==> src/rtl/ids_pkt_gen_pkg.sv <==
// Shared constants, state encoding and header layout for the IDS packet generator.
// Also holds the LFSR seed, the LFSR tap mask and the LFSR step function.
package ids_pkt_gen_pkg;

    localparam logic [7:0]  IO_QUEUE_STAGE_NUM = 8'hFF;
    localparam logic [7:0]  LAST_WORD_CTRL     = 8'h01;
    localparam logic [7:0]  MID_WORD_CTRL      = 8'h00;

    // Galois form of x^64 + x^63 + x^61 + x^60 + 1, shifting right.
    localparam logic [63:0] LFSR_SEED = 64'h0000_0000_0000_0001;
    localparam logic [63:0] LFSR_TAPS = 64'hD800_0000_0000_0000;

    typedef enum logic [2:0] {
        ST_IDLE = 3'd0,
        ST_HDR  = 3'd1,
        ST_PAY  = 3'd2,
        ST_GAP  = 3'd3,
        ST_FIN  = 3'd4
    } state_t;

    typedef struct packed {
        logic [15:0] dst_port;
        logic [15:0] word_len;
        logic [15:0] rsvd;
        logic [15:0] byte_len;
    } hdr_t;

    function automatic logic [63:0] lfsr_step(input logic [63:0] cur);
        return (cur >> 1) ^ (cur[0] ? LFSR_TAPS : 64'h0);
    endfunction

endpackage

==> src/rtl/ids_pkt_lfsr.sv <==
// 64-bit Galois LFSR that steps once per cycle with adv high.
// Latency: value reflects an advance on the following cycle; no backpressure of its own.
module ids_pkt_lfsr
    import ids_pkt_gen_pkg::*;
(
    input  logic        clk,
    input  logic        reset,
    input  logic        adv,
    output logic [63:0] value
);

    logic [63:0] lfsr_q;
    logic [63:0] lfsr_d;

    always_comb begin
        lfsr_d = lfsr_q;
        if (adv) begin
            lfsr_d = lfsr_step(lfsr_q);
        end
    end

    always_ff @(posedge clk) begin
        if (reset) begin
            lfsr_q <= LFSR_SEED;
        end else begin
            lfsr_q <= lfsr_d;
        end
    end

    assign value = lfsr_q;

endmodule

==> src/rtl/ids_pkt_gen.sv <==
// Burst packet source: header word then N payload words, optional pattern injection; IDS_PKT_GEN_LFSR_EN selects LFSR payload.
// Latency: a word appears one cycle after the edge that sees out_rdy=1; out_rdy=0 stalls emission with state held.
module ids_pkt_gen
    import ids_pkt_gen_pkg::*;
#(
    parameter int DATA_WIDTH = 64,
    parameter int CTRL_WIDTH = DATA_WIDTH / 8,
    parameter int LEN_WIDTH  = 8,
    parameter int GAP_WIDTH  = 8
) (
    input  logic                  clk,
    input  logic                  reset,
    input  logic                  start,
    input  logic                  stop,
    input  logic [31:0]           cfg_num_pkts,
    input  logic [LEN_WIDTH-1:0]  cfg_len_words,
    input  logic [LEN_WIDTH-1:0]  cfg_pat_idx,
    input  logic [DATA_WIDTH-1:0] cfg_pattern,
    input  logic [GAP_WIDTH-1:0]  cfg_gap,
    input  logic [15:0]           cfg_dst_port,
    output logic [DATA_WIDTH-1:0] out_data,
    output logic [CTRL_WIDTH-1:0] out_ctrl,
    output logic                  out_wr,
    input  logic                  out_rdy,
    output logic                  busy,
    output logic                  done,
    output logic [31:0]           pkts_sent
);

    state_t                state_q,     state_d;
    logic [31:0]           num_pkts_q,  num_pkts_d;
    logic [LEN_WIDTH-1:0]  len_q,       len_d;
    logic [LEN_WIDTH-1:0]  pat_idx_q,   pat_idx_d;
    logic [LEN_WIDTH-1:0]  idx_q,       idx_d;
    logic [DATA_WIDTH-1:0] pattern_q,   pattern_d;
    logic [GAP_WIDTH-1:0]  gap_q,       gap_d;
    logic [GAP_WIDTH-1:0]  gap_cnt_q,   gap_cnt_d;
    logic [15:0]           dst_q,       dst_d;
    logic [31:0]           pkt_seq_q,   pkt_seq_d;
    logic                  stop_pend_q, stop_pend_d;
    logic [DATA_WIDTH-1:0] out_data_q,  out_data_d;
    logic [CTRL_WIDTH-1:0] out_ctrl_q,  out_ctrl_d;
    logic                  out_wr_q,    out_wr_d;
    logic                  busy_q,      busy_d;
    logic                  done_q,      done_d;
    logic [31:0]           pkts_sent_q, pkts_sent_d;

    hdr_t                  hdr_word;
    logic                  pat_hit;
    logic                  last_word;
    logic                  burst_end;
    logic [63:0]           fill_word;
    logic [DATA_WIDTH-1:0] pay_word;

    assign hdr_word.dst_port = dst_q;
    assign hdr_word.word_len = 16'(len_q);
    assign hdr_word.rsvd     = 16'h0;
    assign hdr_word.byte_len = 16'(len_q) << 3;

    // idx_q is 1-based and never exceeds len_q, so pat_idx 0 or beyond the length never hits.
    assign pat_hit   = (idx_q == pat_idx_q);
    assign last_word = (idx_q == len_q);
    assign burst_end = ((pkt_seq_q + 32'd1) == num_pkts_q) || stop_pend_q || stop;

`ifdef IDS_PKT_GEN_LFSR_EN
    logic [63:0] lfsr_val;
    logic        lfsr_adv;

    assign lfsr_adv  = (state_q == ST_PAY) && out_rdy && !pat_hit;
    assign fill_word = lfsr_val;

    ids_pkt_lfsr u_lfsr (
        .clk   (clk),
        .reset (reset),
        .adv   (lfsr_adv),
        .value (lfsr_val)
    );
`else
    assign fill_word = {pkt_seq_q, 16'h0, 16'(idx_q)};
`endif

    assign pay_word = pat_hit ? pattern_q : DATA_WIDTH'(fill_word);

    always_comb begin
        state_d     = state_q;
        num_pkts_d  = num_pkts_q;
        len_d       = len_q;
        pat_idx_d   = pat_idx_q;
        idx_d       = idx_q;
        pattern_d   = pattern_q;
        gap_d       = gap_q;
        gap_cnt_d   = gap_cnt_q;
        dst_d       = dst_q;
        pkt_seq_d   = pkt_seq_q;
        stop_pend_d = stop_pend_q;
        out_data_d  = out_data_q;
        out_ctrl_d  = out_ctrl_q;
        out_wr_d    = 1'b0;
        busy_d      = busy_q;
        done_d      = 1'b0;
        pkts_sent_d = pkts_sent_q;

        // A stop seen anywhere in a burst is remembered until the packet boundary.
        if (stop && (state_q != ST_IDLE)) begin
            stop_pend_d = 1'b1;
        end

        case (state_q)
            ST_IDLE: begin
                if (start) begin
                    num_pkts_d  = cfg_num_pkts;
                    len_d       = (cfg_len_words == '0) ? LEN_WIDTH'(1) : cfg_len_words;
                    pat_idx_d   = cfg_pat_idx;
                    pattern_d   = cfg_pattern;
                    gap_d       = cfg_gap;
                    dst_d       = cfg_dst_port;
                    pkt_seq_d   = 32'd0;
                    stop_pend_d = 1'b0;
                    if (cfg_num_pkts == 32'd0) begin
                        state_d = ST_FIN;
                        done_d  = 1'b1;
                        busy_d  = 1'b0;
                    end else begin
                        state_d = ST_HDR;
                        busy_d  = 1'b1;
                    end
                end
            end

            ST_HDR: begin
                if (out_rdy) begin
                    out_wr_d   = 1'b1;
                    out_data_d = DATA_WIDTH'(hdr_word);
                    out_ctrl_d = CTRL_WIDTH'(IO_QUEUE_STAGE_NUM);
                    idx_d      = LEN_WIDTH'(1);
                    state_d    = ST_PAY;
                end
            end

            ST_PAY: begin
                if (out_rdy) begin
                    out_wr_d   = 1'b1;
                    out_data_d = pay_word;
                    if (last_word) begin
                        out_ctrl_d  = CTRL_WIDTH'(LAST_WORD_CTRL);
                        pkts_sent_d = pkts_sent_q + 32'd1;
                        pkt_seq_d   = pkt_seq_q + 32'd1;
                        if (burst_end) begin
                            state_d = ST_FIN;
                            done_d  = 1'b1;
                            busy_d  = 1'b0;
                        end else if (gap_q == '0) begin
                            state_d = ST_HDR;
                        end else begin
                            gap_cnt_d = gap_q;
                            state_d   = ST_GAP;
                        end
                    end else begin
                        out_ctrl_d = CTRL_WIDTH'(MID_WORD_CTRL);
                        idx_d      = idx_q + LEN_WIDTH'(1);
                    end
                end
            end

            ST_GAP: begin
                if (stop || stop_pend_q) begin
                    state_d = ST_FIN;
                    done_d  = 1'b1;
                    busy_d  = 1'b0;
                end else if (gap_cnt_q <= GAP_WIDTH'(1)) begin
                    state_d = ST_HDR;
                end else begin
                    gap_cnt_d = gap_cnt_q - GAP_WIDTH'(1);
                end
            end

            ST_FIN: begin
                state_d = ST_IDLE;
            end

            default: begin
                state_d = ST_IDLE;
                busy_d  = 1'b0;
            end
        endcase
    end

    always_ff @(posedge clk) begin
        if (reset) begin
            state_q     <= ST_IDLE;
            num_pkts_q  <= '0;
            len_q       <= '0;
            pat_idx_q   <= '0;
            idx_q       <= '0;
            pattern_q   <= '0;
            gap_q       <= '0;
            gap_cnt_q   <= '0;
            dst_q       <= '0;
            pkt_seq_q   <= '0;
            stop_pend_q <= 1'b0;
            out_data_q  <= '0;
            out_ctrl_q  <= '0;
            out_wr_q    <= 1'b0;
            busy_q      <= 1'b0;
            done_q      <= 1'b0;
            pkts_sent_q <= '0;
        end else begin
            state_q     <= state_d;
            num_pkts_q  <= num_pkts_d;
            len_q       <= len_d;
            pat_idx_q   <= pat_idx_d;
            idx_q       <= idx_d;
            pattern_q   <= pattern_d;
            gap_q       <= gap_d;
            gap_cnt_q   <= gap_cnt_d;
            dst_q       <= dst_d;
            pkt_seq_q   <= pkt_seq_d;
            stop_pend_q <= stop_pend_d;
            out_data_q  <= out_data_d;
            out_ctrl_q  <= out_ctrl_d;
            out_wr_q    <= out_wr_d;
            busy_q      <= busy_d;
            done_q      <= done_d;
            pkts_sent_q <= pkts_sent_d;
        end
    end

    assign out_data  = out_data_q;
    assign out_ctrl  = out_ctrl_q;
    assign out_wr    = out_wr_q;
    assign busy      = busy_q;
    assign done      = done_q;
    assign pkts_sent = pkts_sent_q;

endmodule

==> config.mk <==
export PLATFORM = sky130hd
export DESIGN_NAME = ids_pkt_gen
export DESIGN_NICKNAME = d
export VERILOG_FILES = /design/src/rtl/ids_pkt_gen_pkg.sv /design/src/rtl/ids_pkt_lfsr.sv /design/src/rtl/ids_pkt_gen.sv
export SDC_FILE = /design/constraint.sdc
export NUM_CORES = 1
export LEC_CHECK = 0
export ABC_AREA = 1
export BUFFER_PORTS_ARGS = -buffer_cell sky130_fd_sc_hd__buf_2
export CAP_MARGIN = 25
export CORE_MARGIN = 2
export CORE_UTILIZATION = 40
export CTS_BUF_LIST = sky130_fd_sc_hd__clkbuf_4
export DETAILED_ROUTE_END_ITERATION = 6
export GPL_TIMING_DRIVEN = 0
export RECOVER_POWER = 100
export SKIP_CTS_REPAIR_TIMING = 1
export SLEW_MARGIN = 5
export SYNTH_ARGS = -nofsm -noshare
export SYNTH_HDL_FRONTEND = slang
export SYNTH_SLANG_ARGS = --single-unit
==> constraint.sdc <==
create_clock -name clk -period 2.5 [get_ports clk]
set_clock_uncertainty 0.15 [all_clocks]
set_input_delay 0.5 -clock clk [delete_from_list [all_inputs] [get_ports clk]]
set_output_delay 0.5 -clock clk [all_outputs]
set_load 0.03 [all_outputs]
==> Yosys cells after proc, flatten, opt, wreduce, memory -nomap -nowiden <==
Index checks and enable logic that the tools add are counted.
{ "op_classes": {"add_sub_neg": 4, "multipliers": 0, "div": 0, "order_cmp": 1, "n_eq_ne": 19, "n_shift": 0, "n_mux": 52, "n_bitwise": 2, "n_reduce_logical": 23} }
{ "op_table": {"columns": ["op", "count"], "rows": [
  ["two-way mux 64 bit", 3],
  ["one-hot mux 64 bit (2 select lines)", 1],
  ["two-way mux 32 bit", 3],
  ["two-way mux 8 bit", 12],
  ["adder 32 x 1 -> 32 bit (second input constant)", 2],
  ["one-hot mux 32 bit (2 select lines)", 1],
  ["one-hot mux 8 bit (2 select lines)", 3],
  ["equality test 32 bit", 1],
  ["logical NOT 32 bit", 1],
  ["two-way mux 3 bit", 8],
  ["!= test 2 bit (second input constant)", 11],
  ["two-way mux 1 bit", 17],
  ["equality test 8 bit", 2],
  ["logical NOT 8 bit", 2],
  ["one-hot mux 3 bit (4 select lines)", 1],
  ["adder 8 x 1 -> 8 bit (second input constant)", 1],
  ["less-or-equal comparator 8 x 1 -> 1 bit (second input constant)", 1],
  ["AND reduction 4 bit", 2],
  ["subtractor 8 x 1 -> 8 bit (second input constant)", 1],
  ["AND reduction 7 bit", 1],
  ["equality test 3 x 2 -> 1 bit (second input constant)", 2],
  ["AND reduction 3 bit", 2],
  ["AND reduction 6 bit", 1],
  ["nonzero test 2 bit", 3],
  ["14 further kinds", 19]
]} }
{ "word_totals": {"ff_bits": 295, "latch_bits": 0, "mem_bits_rw": 0, "mem_bits_ro": 0, "output_inout_bits": 107, "memories": 0} }

==> Depth between registers and ports, before layout <==
{ "depth": {"word_depth": 8, "mapped_depth": 21, "ltp_nobuf": 20} }

==> Worst setup path after synthesis <==
OpenSTA, ideal clock, no wires.
{ "synth_path": {"kind": "flip-flop to flip-flop", "startpoint": "reg pkts_sent_q[0], in the netlist pkts_sent[0]", "endpoint": "reg pkts_sent_q[28], in the netlist pkts_sent[28]", "arrival_ns": 2.075, "path_slack_ns": 0.157, "stages_incl_launch_ff": 11, "path_buffers": 0, "period_less_slack_ns": 2.343, "cell_sequence": "dfxtp_1 > ha_1 > inv_1 > nor3_1 > nand2_1 > nor4_1 > nand4_1 > nor4_2 > nand3_1 > o21ai_1 > a21oi_1"} }
{ "synth_via": {"elab_chain_cells": 1} }
{ "synth_rtl": {"columns": ["element", "line_no", "rtl"], "rows": [
  ["start: declaration", "ids_pkt_gen.sv:46", "logic [31:0] pkts_sent_q, pkts_sent_d;"],
  ["start signal: assignment", "ids_pkt_gen.sv:224", "pkts_sent_q <= pkts_sent_d;"],
  ["adder 32 x 1 -> 32 bit", "ids_pkt_gen.sv:146", "pkts_sent_d = pkts_sent_q + 32'd1;"]
]} }
No other way between the ends.
A chain may end at the register's enable or synchronous reset.

==> Worst setup path after layout <==
{ "layout_path": {"startpoint": "reg pkt_seq_q[1]", "endpoint": "reg gap_cnt_q[1]"} }
{ "layout_via": {"elab_chain_cells": 6} }
{ "layout_rtl": {"columns": ["element", "line_no", "rtl"], "rows": [
  ["start: declaration", "ids_pkt_gen.sv:39", "logic [31:0] pkt_seq_q, pkt_seq_d;"],
  ["start signal: assignment", "ids_pkt_gen.sv:217", "pkt_seq_q <= pkt_seq_d;"],
  ["adder 32 x 1 -> 32 bit", "ids_pkt_gen.sv:63", "assign burst_end = ((pkt_seq_q + 32'd1) == num_pkts_q) || stop_pend_q || stop;"],
  ["equality test 32 bit", "ids_pkt_gen.sv:63", null],
  ["logical OR 1 bit (2 in a row)", "ids_pkt_gen.sv:63", null],
  ["!= test 2 bit (no source line)", null, null],
  ["AND reduction 7 bit (no source line)", null, null],
  ["end signal: assignment", "ids_pkt_gen.sv:215", "gap_cnt_q <= gap_cnt_d;"],
  ["end: declaration", "ids_pkt_gen.sv:37", "logic [GAP_WIDTH-1:0] gap_cnt_q, gap_cnt_d;"]
]} }
No other way between the ends.

==> results.yml <==
detailed_routing:
  routed_via_density: 5.29
  drcViolationCount: 9
  wl_per_cell_um: 18.4
  wl_mm: 54.8
  first_pass_iters: 7
  detail-route-antenna-nets: 0
  vias: 15800
  first_iter_violations: 1299
global_routing:
  antenna_found_initial: 3
  grt_pass1_vias: 14400
  grt_pass1_wl_mm: 80.7
  grt_start_max_net_pins: 13
  grt_use_total: 0.294
  gr-total-overflow: 0
timing:
  post-route-min-period_ns: 2.77
  setup-violations-final: 82
  maxSlewHeadroom: 0.306
  hold_viol_final: 3
  worst_pin_slew_ns: 1.04
  rsz0062_at_grt: "yes"
  finalCritPeriodShare: 1.11
  max_freq_mhz: 361
  whs_ns: -0.0262
  slew_violations: 0
  worst_slack_ns: -0.271
die:
  fp.dieW_um: 188
  die_y_um: 188
  start_util: 0.405
  row_count: 67
  fp.coreArea_um2: 33500
  ioPinCount: 248
  dieArea_um2: 35500
synth:
  syn_inst: 1986
  synth-adder-area-share: 0.00460
  ys_ff_latch: 289
  synth_xor_area_frac: 0.0178
  synth_area_um2: 13600
  yosysSeqAreaShare: 0.426
  synth_top_family_by_area: "simple AND/OR/NAND/NOR gates"
  avgSynthCellArea_um2: 6.84
  synthMuxAreaShare: 0
  synth_nets: 2132
  yosysWarnings: 0
  synth_compound_area_frac: 0.190
  synthSimpleGateAreaFrac: 0.282
  synth_cell_types: 41
clock_network:
  cts-htree-levels: 3
  cts_tree: "yes"
  clock_latency_ns: 0.77
  cts-root-buf: "clkbuf_4"
  clock_sink_count: 289
  clk_pin_slew_ns: 0.07
  cts_buffers: 82
  clockBufferDepth: 3
final_layout:
  stdcell_count: 2987
  fillers: 3495
  layout-drive-gt1-share: 0.169
  nets: 2619
  syn2layout_area_growth_pct: 33.9
run:
  cap_violations: 0
power_and_ir_drop:
  leakagePower_nw: 7.03
  power_density_nw_per_um2: 904
  irDropWorstVdd_v: 0.000427
status:
  status: "finished, violations left"
  violations: "DRC, hold timing, setup timing"
setup_path:
  path_cells: "ha_4 > nand2_4 > nor2_4 > nand2_2 > nor2_4 > buf_4 > nand3_1 > nand3_1 > nand2_1 > inv_1 > nand3_1 > nor2_1 > nand3_4 > nand2_2 > nand2_2 > nand2_4 > buf_6 > nand2_1 > nand2_1 > nor2_1"
  cp.required_ns: 2.97
  worst-setup-path-type: "reg2reg"
  end_kind: "flop"
  crit_fanout: 5
  critPathArrivalTime_ns: 3.24
  cpLargestDelayFamily: "simple AND/OR/NAND/NOR gates"
  start_kind: "flop"
  crit_buf_inv: 3
  cp_slowest_cell: "dfxtp_4"
  max_stage_delay_ns: 0.38
placement:
  hpwl_mm: 40.3
  dp_cells: 2679
  dpl_worst_slack_ns: -0.480
  port_buffers: 245
  routabilityCongestion: 0.931
hold_path:
  hold_class: "in2reg"
-- synthesized netlist by cell type, drive strengths merged --
library cell	n	area, um^2
xnor2	5	43.8
nand3b	2	15.0
nor4	18	119
buf	14	85.1
dfxtp	289	5790
o21ai	180	901
inv	166	623
o2111ai	2	17.5
and2	2	12.5
nor3b	6	45.0
nand4	14	87.6
a211oi	15	113
nor2	176	743
a31oi	17	106
nor3	39	200
o21a	1	7.51
a21oi	279	1400
nand3	171	861
a2111oi	1	8.76
and3	2	12.5
a32oi	2	17.5
o221ai	1	8.76
ha	5	62.6
xnor3	1	22.5
clkbuf	100	375
xor2	20	175
a21o	1	7.51
nand2	456	1730
or2	1	6.26
-- where the power goes --
part	internal (mW)	switching (mW)
clock	2.24	2.18
sequential	5.37	0.549
combinational	1.81	4.31
total	9.42	7.03
-- tightest hold or removal path, cell delays in order --
cell and delay [ns]:
buf_2 0.10, o21ai_0 0.09, a21oi_1 0.13
-- sequential cells by signal (all words and copies together), names as in the netlist, 16 cells and up --
name        cells
num_pkts_q     32
dst_q          16
pkt_seq_q      32
pkts_sent      32
pattern_q      64
out_data       64
-- final timing paths --
check	start	to	slack, ns	cells past startpoint
setup reg to reg	pkt_seq_q[1]	gap_cnt_q[1]	-0.27	20
setup / recovery	pkt_seq_q[1]	gap_cnt_q[1]	-0.27	20
hold reg to reg	dst_q[4]	dst_q[4]	0.30	2
hold / removal	cfg_num_pkts[8]	num_pkts_q[8]	-0.03	3
-- placed cells by master, fill, tap and decap left out, drive strengths merged --
| cell | instances |
|---|---|
| a2111oi | 1 |
| a211oi | 15 |
| a21o | 1 |
| a21oi | 279 |
| a31oi | 17 |
| a32oi | 2 |
| and2 | 2 |
| and3 | 2 |
| buf | 180 |
| clkbuf | 326 |
| clkinv | 20 |
| clkinvlp | 3 |
| dfxtp | 289 |
| diode | 4 |
| dlygate4sd3 | 133 |
| ha | 5 |
| inv | 167 |
| nand2 | 456 |
| nand3 | 171 |
| nand3b | 2 |
| nand4 | 14 |
| nor2 | 176 |
| nor3 | 39 |
| nor3b | 6 |
| nor4 | 18 |
| o2111ai | 2 |
| o21a | 1 |
| o21ai | 180 |
| o221ai | 1 |
| or2 | 1 |
| xnor2 | 5 |
| xnor3 | 1 |
| xor2 | 20 |
-- logic make-up (layout without fill, tap and decap cells) --
kind of cell | Yosys count | after routing
AOI/OAI and AO/OA | 499 | 499
xor gates and xnor gates | 26 | 26
adders and majority gates | 5 | 5
buffers and inverters | 280 | 829
DFF | 289 | 289
other | 0 | 4
and+or+nand+nor | 887 | 887
-- per-stage QoR --
step | cell area (um^2) | total power [mW] | utilization | setup TNS (ns) | hold WS (ns)
after CTS | 16400 | 15.9 | 0.489 | -30.25 | -0.189
after detailed placement | 15400 | 11.5 | 0.459 | -39.01 | 0.296
after floorplan | 13600 | 9.38 | - | 0 | 0.275
after global placement | 15400 | 11.4 | 0.459 | -38.14 | 0.289
after global routing | 18200 | 17.4 | 0.543 | -25.21 | -0.00267
final | 18200 | 16.5 | 0.543 | -8.81 | -0.0262
-- layout make-up --
class,instances,area (um^2),share of cell area
clock buffers,122,916,0.0503
clock inverters,24,109,0.00598
diodes,4,10.0,0.000550
well taps,448,561,0.0308
multi-input cells,1417,7000,0.384
plain buffers,114,523,0.0287
repair buffers,403,2640,0.145
inverters,166,636,0.0349
flip-flops and latches,289,5820,0.320
-- per-layer routing --
| layer | GRT usage | wire [um] | up-vias |
|---|---|---|---|
| met5 | 0 | 0 | - |
| met4 | 0.0980 | 1320 | 0 |
| met3 | 0.0793 | 4780 | 88 |
| met2 | 0.474 | 25200 | 678 |
| met1 | 0.381 | 23500 | 7408 |
| li1 | - | - | 7641 |
(Power assumes the default switching activity.)
